## src/rtl/lzrw1_pkg.sv

```systemverilog
// Shared types for the LZRW1 item unpacker.
// FSM states, item bundle and control-byte constants.
package lzrw1_pkg;

  typedef enum logic [2:0] {
    CTRL,
    B0,
    B1,
    EMIT,
    DONE
  } unpack_state_t;

  typedef struct packed {
    logic [15:0] data;
    logic        is_copy;
  } lzrw1_item_t;

  localparam int         CONTROL_BITS = 8;
  localparam logic [7:0] LITERAL_PAD  = 8'h00;

endpackage

```

## src/rtl/lzrw1_item_unpacker.sv

```systemverilog
// Splits an LZRW1 byte stream into literal/copy items
// and hands them to the decompressor over valid/busy.
module lzrw1_item_unpacker
  import lzrw1_pkg::*;
#(
  parameter int ITEM_COUNT_WIDTH = 16
) (
  input  logic                        clock,
  input  logic                        reset,
  input  logic [7:0]                  byte_in,
  input  logic                        byte_in_valid,
  input  logic                        byte_in_last,
  output logic                        byte_in_ready,
  output logic [15:0]                 data_out,
  output logic                        control_word_out,
  output logic                        data_out_valid,
  input  logic                        decompressor_busy,
  output logic                        block_done,
  output logic                        format_error,
  output logic [ITEM_COUNT_WIDTH-1:0] items_emitted
);

  localparam logic [ITEM_COUNT_WIDTH-1:0] CNT_ONE =
    {{(ITEM_COUNT_WIDTH-1){1'b0}}, 1'b1};

  unpack_state_t state;
  lzrw1_item_t   item;
  logic [7:0]    ctrl_sr;
  logic [7:0]    hi_byte;
  logic [3:0]    bits_left;
  logic          last_seen;
  logic          clear_pending;
  logic          accepting;
  logic          byte_xfer;
  logic          item_xfer;

  // Ready is forced low while reset is held so every output reads 0.
  assign accepting     = (state == CTRL) || (state == B0) || (state == B1);
  assign byte_in_ready = accepting & reset;
  assign data_out_valid = (state == EMIT);
  assign block_done     = (state == DONE);
  assign data_out         = item.data;
  assign control_word_out = item.is_copy;

  assign byte_xfer = byte_in_valid & byte_in_ready;
  assign item_xfer = data_out_valid & ~decompressor_busy;

  always_ff @(posedge clock or negedge reset) begin
    if (!reset) begin
      state         <= CTRL;
      item          <= '0;
      ctrl_sr       <= '0;
      hi_byte       <= '0;
      bits_left     <= '0;
      last_seen     <= 1'b0;
      clear_pending <= 1'b0;
      format_error  <= 1'b0;
      items_emitted <= '0;
    end else begin
      unique case (state)
        CTRL: if (byte_xfer) begin
          ctrl_sr   <= byte_in;
          bits_left <= 4'(CONTROL_BITS);
          if (clear_pending) begin
            items_emitted <= '0;
            format_error  <= 1'b0;
            last_seen     <= 1'b0;
            clear_pending <= 1'b0;
          end
          state <= byte_in_last ? DONE : B0;
        end
        B0: if (byte_xfer) begin
          bits_left <= bits_left - 4'd1;
          if (!ctrl_sr[7]) begin
            item      <= '{data: {LITERAL_PAD, byte_in}, is_copy: 1'b0};
            last_seen <= byte_in_last;
            state     <= EMIT;
          end else if (byte_in_last) begin
            // Copy item truncated by end of block: drop it.
            format_error <= 1'b1;
            state        <= DONE;
          end else begin
            hi_byte   <= byte_in;
            last_seen <= byte_in_last;
            state     <= B1;
          end
        end
        B1: if (byte_xfer) begin
          item      <= '{data: {hi_byte, byte_in}, is_copy: 1'b1};
          last_seen <= byte_in_last;
          state     <= EMIT;
        end
        EMIT: if (item_xfer) begin
          if (items_emitted != '1)
            items_emitted <= items_emitted + CNT_ONE;
          ctrl_sr <= {ctrl_sr[6:0], 1'b0};
          if (last_seen)
            state <= DONE;
          else if (bits_left == 4'd0)
            state <= CTRL;
          else
            state <= B0;
        end
        DONE: begin
          clear_pending <= 1'b1;
          state         <= CTRL;
        end
        default: state <= CTRL;
      endcase
    end
  end

endmodule

```

## config.mk

```make
export PLATFORM = sky130hd
export DESIGN_NAME = lzrw1_item_unpacker
export DESIGN_NICKNAME = d
export VERILOG_FILES = /design/src/rtl/lzrw1_pkg.sv /design/src/rtl/lzrw1_item_unpacker.sv
export SDC_FILE = /design/constraint.sdc
export NUM_CORES = 1
export LEC_CHECK = 0
export CAP_MARGIN = 20
export CORE_MARGIN = 3
export CORE_UTILIZATION = 48
export DETAILED_ROUTE_END_ITERATION = 10
export PLACE_DENSITY_LB_ADDON = 0.12
export REMOVE_ABC_BUFFERS = 1
export SYNTH_ARGS = -nofsm -noshare
export SYNTH_HDL_FRONTEND = slang
export SYNTH_SLANG_ARGS = --single-unit
```

## constraint.sdc

```tcl
create_clock -name clock -period 1.9 [get_ports clock]
set_clock_uncertainty 0.1 [all_clocks]
set_input_delay 0.285 -clock clock [delete_from_list [all_inputs] [get_ports clock]]
set_output_delay 0.285 -clock clock [all_outputs]
set_load 0.005 [all_outputs]
```

# Word level (Yosys, flattened, before mapping)
# Cells that the tools add are included.
totals:
  reg_bits: 59
  inputBits: 13
  out_inout_bits: 37
op_classes:
  n_eq_ne: 15
  n_reduce_logical: 18
  addsub: 2
  bitwise: 5
  mux: 38
ops:
  columns: ["operator", "count"]
  rows:
  - ["$mux 16", 4]
  - ["$mux 17", 3]
  - ["$pmux 17 s2", 1]
  - ["$pmux 16 s2", 1]
  - ["$mux 3", 8]
  - ["$add 16x1->16 const B", 1]
  - ["$mux 8", 2]
  - ["$ne 16x16->1 const B", 1]
  - ["$pmux 8 s2", 1]
  - ["$ne 2x2->1 const B", 7]
  - ["$pmux 3 s4", 1]
  - ["$reduce_and 4->1", 3]
  - ["$reduce_and 6->1", 2]
  - ["$mux 1", 11]
  - ["$mux 4", 2]
  - ["$pmux 4 s2", 1]
  - ["$reduce_bool 2->1", 4]
  - ["$eq 3x2->1 const B", 2]
  - ["$reduce_and 3->1", 2]
  - ["$reduce_and 5->1", 1]
  - ["$logic_not 4->1", 1]
  - ["$ne 2x1->1 const B", 2]
  - ["$pmux 1 s2", 2]
  - ["$sub 4x1->4 const B", 1]
  - ["other kinds (10)", 14]

# Depth between registers and ports, before layout
# Gate-level depths: netlist of the first run.
logic_depth:
  ltp_word: 7
  ltp_mapped: 6
  ltp_nobuf: 5

# Worst setup path after synthesis of the first run
# OpenSTA, ideal clock, no wires.
synth_path:
  path_kind: "register to register"
  from: "register items_emitted[0]"
  to: "register items_emitted[12]"
  setup_ns: 0.124
  period_less_slack_ns: 2.063
  required_ns: 1.676
  stages_incl_launch_ff: 7
  arrival_time_ns: 1.839
  n_path_buf: 1
  setup_slack_ns: -0.163
  path_cell_list: "dfrtp_1 > ha_1 > nand3_4 > or4_4 > buf_6 > and3_4 > a211o_1"
synth_between:
  elab_chain_len: 4
  word_cells_on_any_way: 7
  cone_classes: "add/sub: 1; eq/ne: 2; mux: 3; reduce/logical: 1"
synth_rtl:
  columns: ["element", "line_no", "source"]
  rows:
  - ["from (decl)", "lzrw1_item_unpacker.sv:20", "output logic [ITEM_COUNT_WIDTH-1:0] items_emitted"]
  - ["from (signal assigned)", "lzrw1_item_unpacker.sv:95", "items_emitted <= items_emitted + CNT_ONE;"]
  - ["$add 16x1->16", "lzrw1_item_unpacker.sv:95", null]
  - ["$mux 16", "lzrw1_item_unpacker.sv:94", "if (items_emitted != '1)"]
  - ["$mux 16", "lzrw1_item_unpacker.sv:93", "EMIT: if (item_xfer) begin"]
  - ["$pmux 16 s2", "lzrw1_item_unpacker.sv:60", "unique case (state)"]
# Parallel ways exist; a longest one is shown, timed or not. The select of a mux whose other input is x is not followed.
# A chain may end at the register's enable or synchronous reset.

# Worst setup path in the final report of the first run
layout_path:
  from: "register items_emitted[1]"
  to: "register items_emitted[4]"
# The elaborated chain is that of the path after synthesis.

==> results of run 1 <==
[sequential cells by signal, indices dropped and copies added, names as in the netlist]
signal            flops
items_emitted        16
clear_pending         1
format_error          1
control_word_out      1
last_seen             1
bits_left             4
ctrl_sr               8
hi_byte               8
state                 3
data_out             16
[cell families after synthesis]
logic type / synth area share [%]
simple gates: 17.6
compound gates: 18.6
flops: 51.0
buf+inv: 3.89
mux: 7.61
fa+ha+maj: 1.30
[metrics by stage]
step / area (sq um) / total power, mW / hold slack, ps / setup TNS (ps) / util, %
after floorplan: 2840 / 3.23 / -111 / -5070 / -
after global placement: 3780 / 4.45 / 4.79 / -1690 / 66.5
after detailed placement: 3780 / 4.53 / 8.12 / -2070 / 66.5
after CTS: 4170 / 6.06 / 248 / -379 / 73.5
after global routing: 4220 / 6.50 / 264 / -604 / 74.4
final: 4220 / 6.11 / 245 / -14.2 / 74.4
[layer usage]
layer	global-route usage, %	wire length, um	part of all wire (%)	vias up
met5	0	0	0	-
met4	9.94	134	1.7	0
met3	4.54	287	3.7	12
met2	36.6	3620	47	51
met1	33.5	3700	48	1261
li1	-	-	-	1250
[cells in the final DEF, fill, tap and decap left out, drive strengths merged, types with 3 or more instances in the layout]
master | Yosys | layout
buf | 7 | 58
a22oi | 3 | 3
nor3 | 10 | 10
nor4 | 4 | 4
nand4bb | 3 | 3
clkdlybuf4s50 | 0 | 44
a21oi | 11 | 11
a22o | 8 | 8
o211ai | 3 | 3
nand3 | 9 | 9
and3 | 5 | 5
nor2 | 17 | 17
o211a | 3 | 3
a31oi | 12 | 12
dfrtp | 59 | 59
o22a | 3 | 3
mux2i | 4 | 4
nand2 | 27 | 27
a21o | 3 | 3
nand4 | 6 | 6
mux2 | 16 | 16
inv | 14 | 14
o21ai | 20 | 20
clkbuf | 4 | 12
ha | 3 | 3
[final cells by class]
| class | count | area (sq um) | area share, % |
|---|---|---|---|
| well taps | 72 | 90.1 | 2.13 |
| clock buffers | 11 | 141 | 3.35 |
| repair buffers | 108 | 968 | 22.9 |
| multi-input cells | 194 | 1410 | 33.4 |
| inverters | 15 | 57.6 | 1.36 |
| clock inverters | 4 | 75.1 | 1.78 |
| flip-flops and latches | 59 | 1480 | 35.0 |
[worst max-delay path by stage]
stage,from,endpoint,slack [ps],cells after the start
floorplan,state[0],items_emitted[6],-300,5
global placement,byte_in_valid,items_emitted[1],-100,7
detailed placement,byte_in_valid,items_emitted[1],-130,7
CTS,items_emitted[1],items_emitted[4],-60,6
global route,items_emitted[1],items_emitted[4],-80,6
finish,items_emitted[1],items_emitted[4],-10,6
[where the power goes]
part	internal, mW	total (mW)	leakage (nW)	switching, mW
Combinational	1.54	2.70	1.01	1.16
Clock	0.767	1.27	0.102	0.504
Sequential	1.77	2.14	0.748	0.363
Total	4.08	6.11	1.86	2.03
[timing repair]
| item | 4_1_cts | 5_1_grt |
|---|---|---|
| endpoints found under the setup margin | 17 | 26 |
| hold buffers | 2 | 0 |
| endpoints found under the hold margin | 20 | 0 |
| buffers inserted | 10 | 2 |
| pin swaps | 10 | 4 |
| resized for setup | 28 | 12 |
[critical path: stages (launching register included)]
cell      delay [ps]
dfrtp_1          400
ha_4             170
nand3_4           60
or4_4            560
buf_4            190
o211ai_1         190
a22oi_2          110
==> results.json, run 1 <==
{
  "final_hold_viol_count": 0,
  "worstSetupStartpointType": "flip-flop",
  "drc_errors": 0,
  "status": "finished with violations",
  "post-place-cells": 434,
  "ys_types": 53,
  "ys_top_cells_by_count": "59 x dfrtp_1, 26 x nand2_1, 19 x o21ai_0",
  "grt_pass1_vias": 2685,
  "fmax_ghz": 0.524,
  "grt_pass1_wl_mm": 13.5,
  "drtPass1Iterations": 4,
  "overflow": 0,
  "core_area_sq_mm": 0.00568,
  "totalWireLength_mm": 7.75,
  "antenna_found_initial": 0,
  "async_flop_share_pct": 100,
  "clkTransAtPathRegs_ps": 70,
  "drive_above_1_share_pct": 31.7,
  "instances_no_fill": 463,
  "p_leak_nw": 1.86,
  "synth-edff-count": 0,
  "nets": 403,
  "die_h_um": 83.7,
  "cap_viol_max_count": 0,
  "dp_hpwl_mm": 5.20,
  "synth_top_area_share_pct": 51.0,
  "yosysMostFrequentCell": "dfrtp_1",
  "vias_per_cell": 5.56,
  "crit_type": "flip-flop to flip-flop",
  "initial_core_util_pct": 51.0,
  "period_share_pct": 101,
  "required_ps": 2020,
  "hold_path.class": "input pin to asynchronous set/reset pin",
  "syn_to_final_growth_pct": 45.8,
  "syn_inst": 279,
  "arrival_ps": 2030,
  "slew_headroom_pct": 67.9,
  "htreeDepth": 3,
  "ff2ff_setup_slack_ps": -10,
  "cts_tree": "done",
  "cp_max_fo": 8,
  "die-area_sq_mm": 0.00700,
  "grt_start_max_net_pins": 40,
  "wl_per_cell_um": 16.7,
  "fin_ws_ps": -9.54,
  "diodes": 0,
  "period_minus_slack_ps": 1910,
  "rr_startpoint": "items_emitted[1]",
  "post-place-ws_ps": -127,
  "clock-root-buffer": "clkbuf_8",
  "synth_flop_cell": "dfrtp_1",
  "cts_buffers": 9,
  "syn_avg_cell_area_sq_um": 10.4,
  "rsz0062_at_grt": "true",
  "yosys_warnings": 0,
  "io_buffers": 49,
  "cts.sinks": 59,
  "fp.dieW_um": 83.7,
  "peakVddDrop_mv": 0.924,
  "timing.rr.end": "items_emitted[4]",
  "worst_slew_pin_slew_ps": 481,
  "setup_viol": 2,
  "drtIter0Drc": 200,
  "violations": "setup timing",
  "ys_ff_latch": 59,
  "clock_latency_ps": 340,
  "slew_viol_final": 0,
  "ant_nets": 0,
  "gp_congestion": 0.915,
  "worstRegToRegCells": 6,
  "p_per_area_mw_per_mm2": 1450,
  "grt_use_total_pct": 24.0,
  "cp-end-kind": "flip-flop",
  "io_pins": 50,
  "fillCellCount": 413,
  "ys_seq_area_share_pct": 51.0,
  "vias": 2574,
  "synth_area_leader_cell": "dfrtp_1",
  "clock_path_buffers": 2,
  "synthTopCellsByArea": "dfrtp_1 51%, mux2_2 6.2%, nand2_1 3.4%",
  "synthesis.area_sq_mm": 0.00289,
  "std_cell_rows": 27
}
Note: power is estimated with default switching activity, not from simulation.
==> run 2: changes to the inputs <==
CTS_CLUSTER_DIAMETER = 200   (was not set)
SLEW_MARGIN = 20   (was not set)
==> results of run 2 <==
The final DEF is identical to that of run 1; final timing and power are the same.
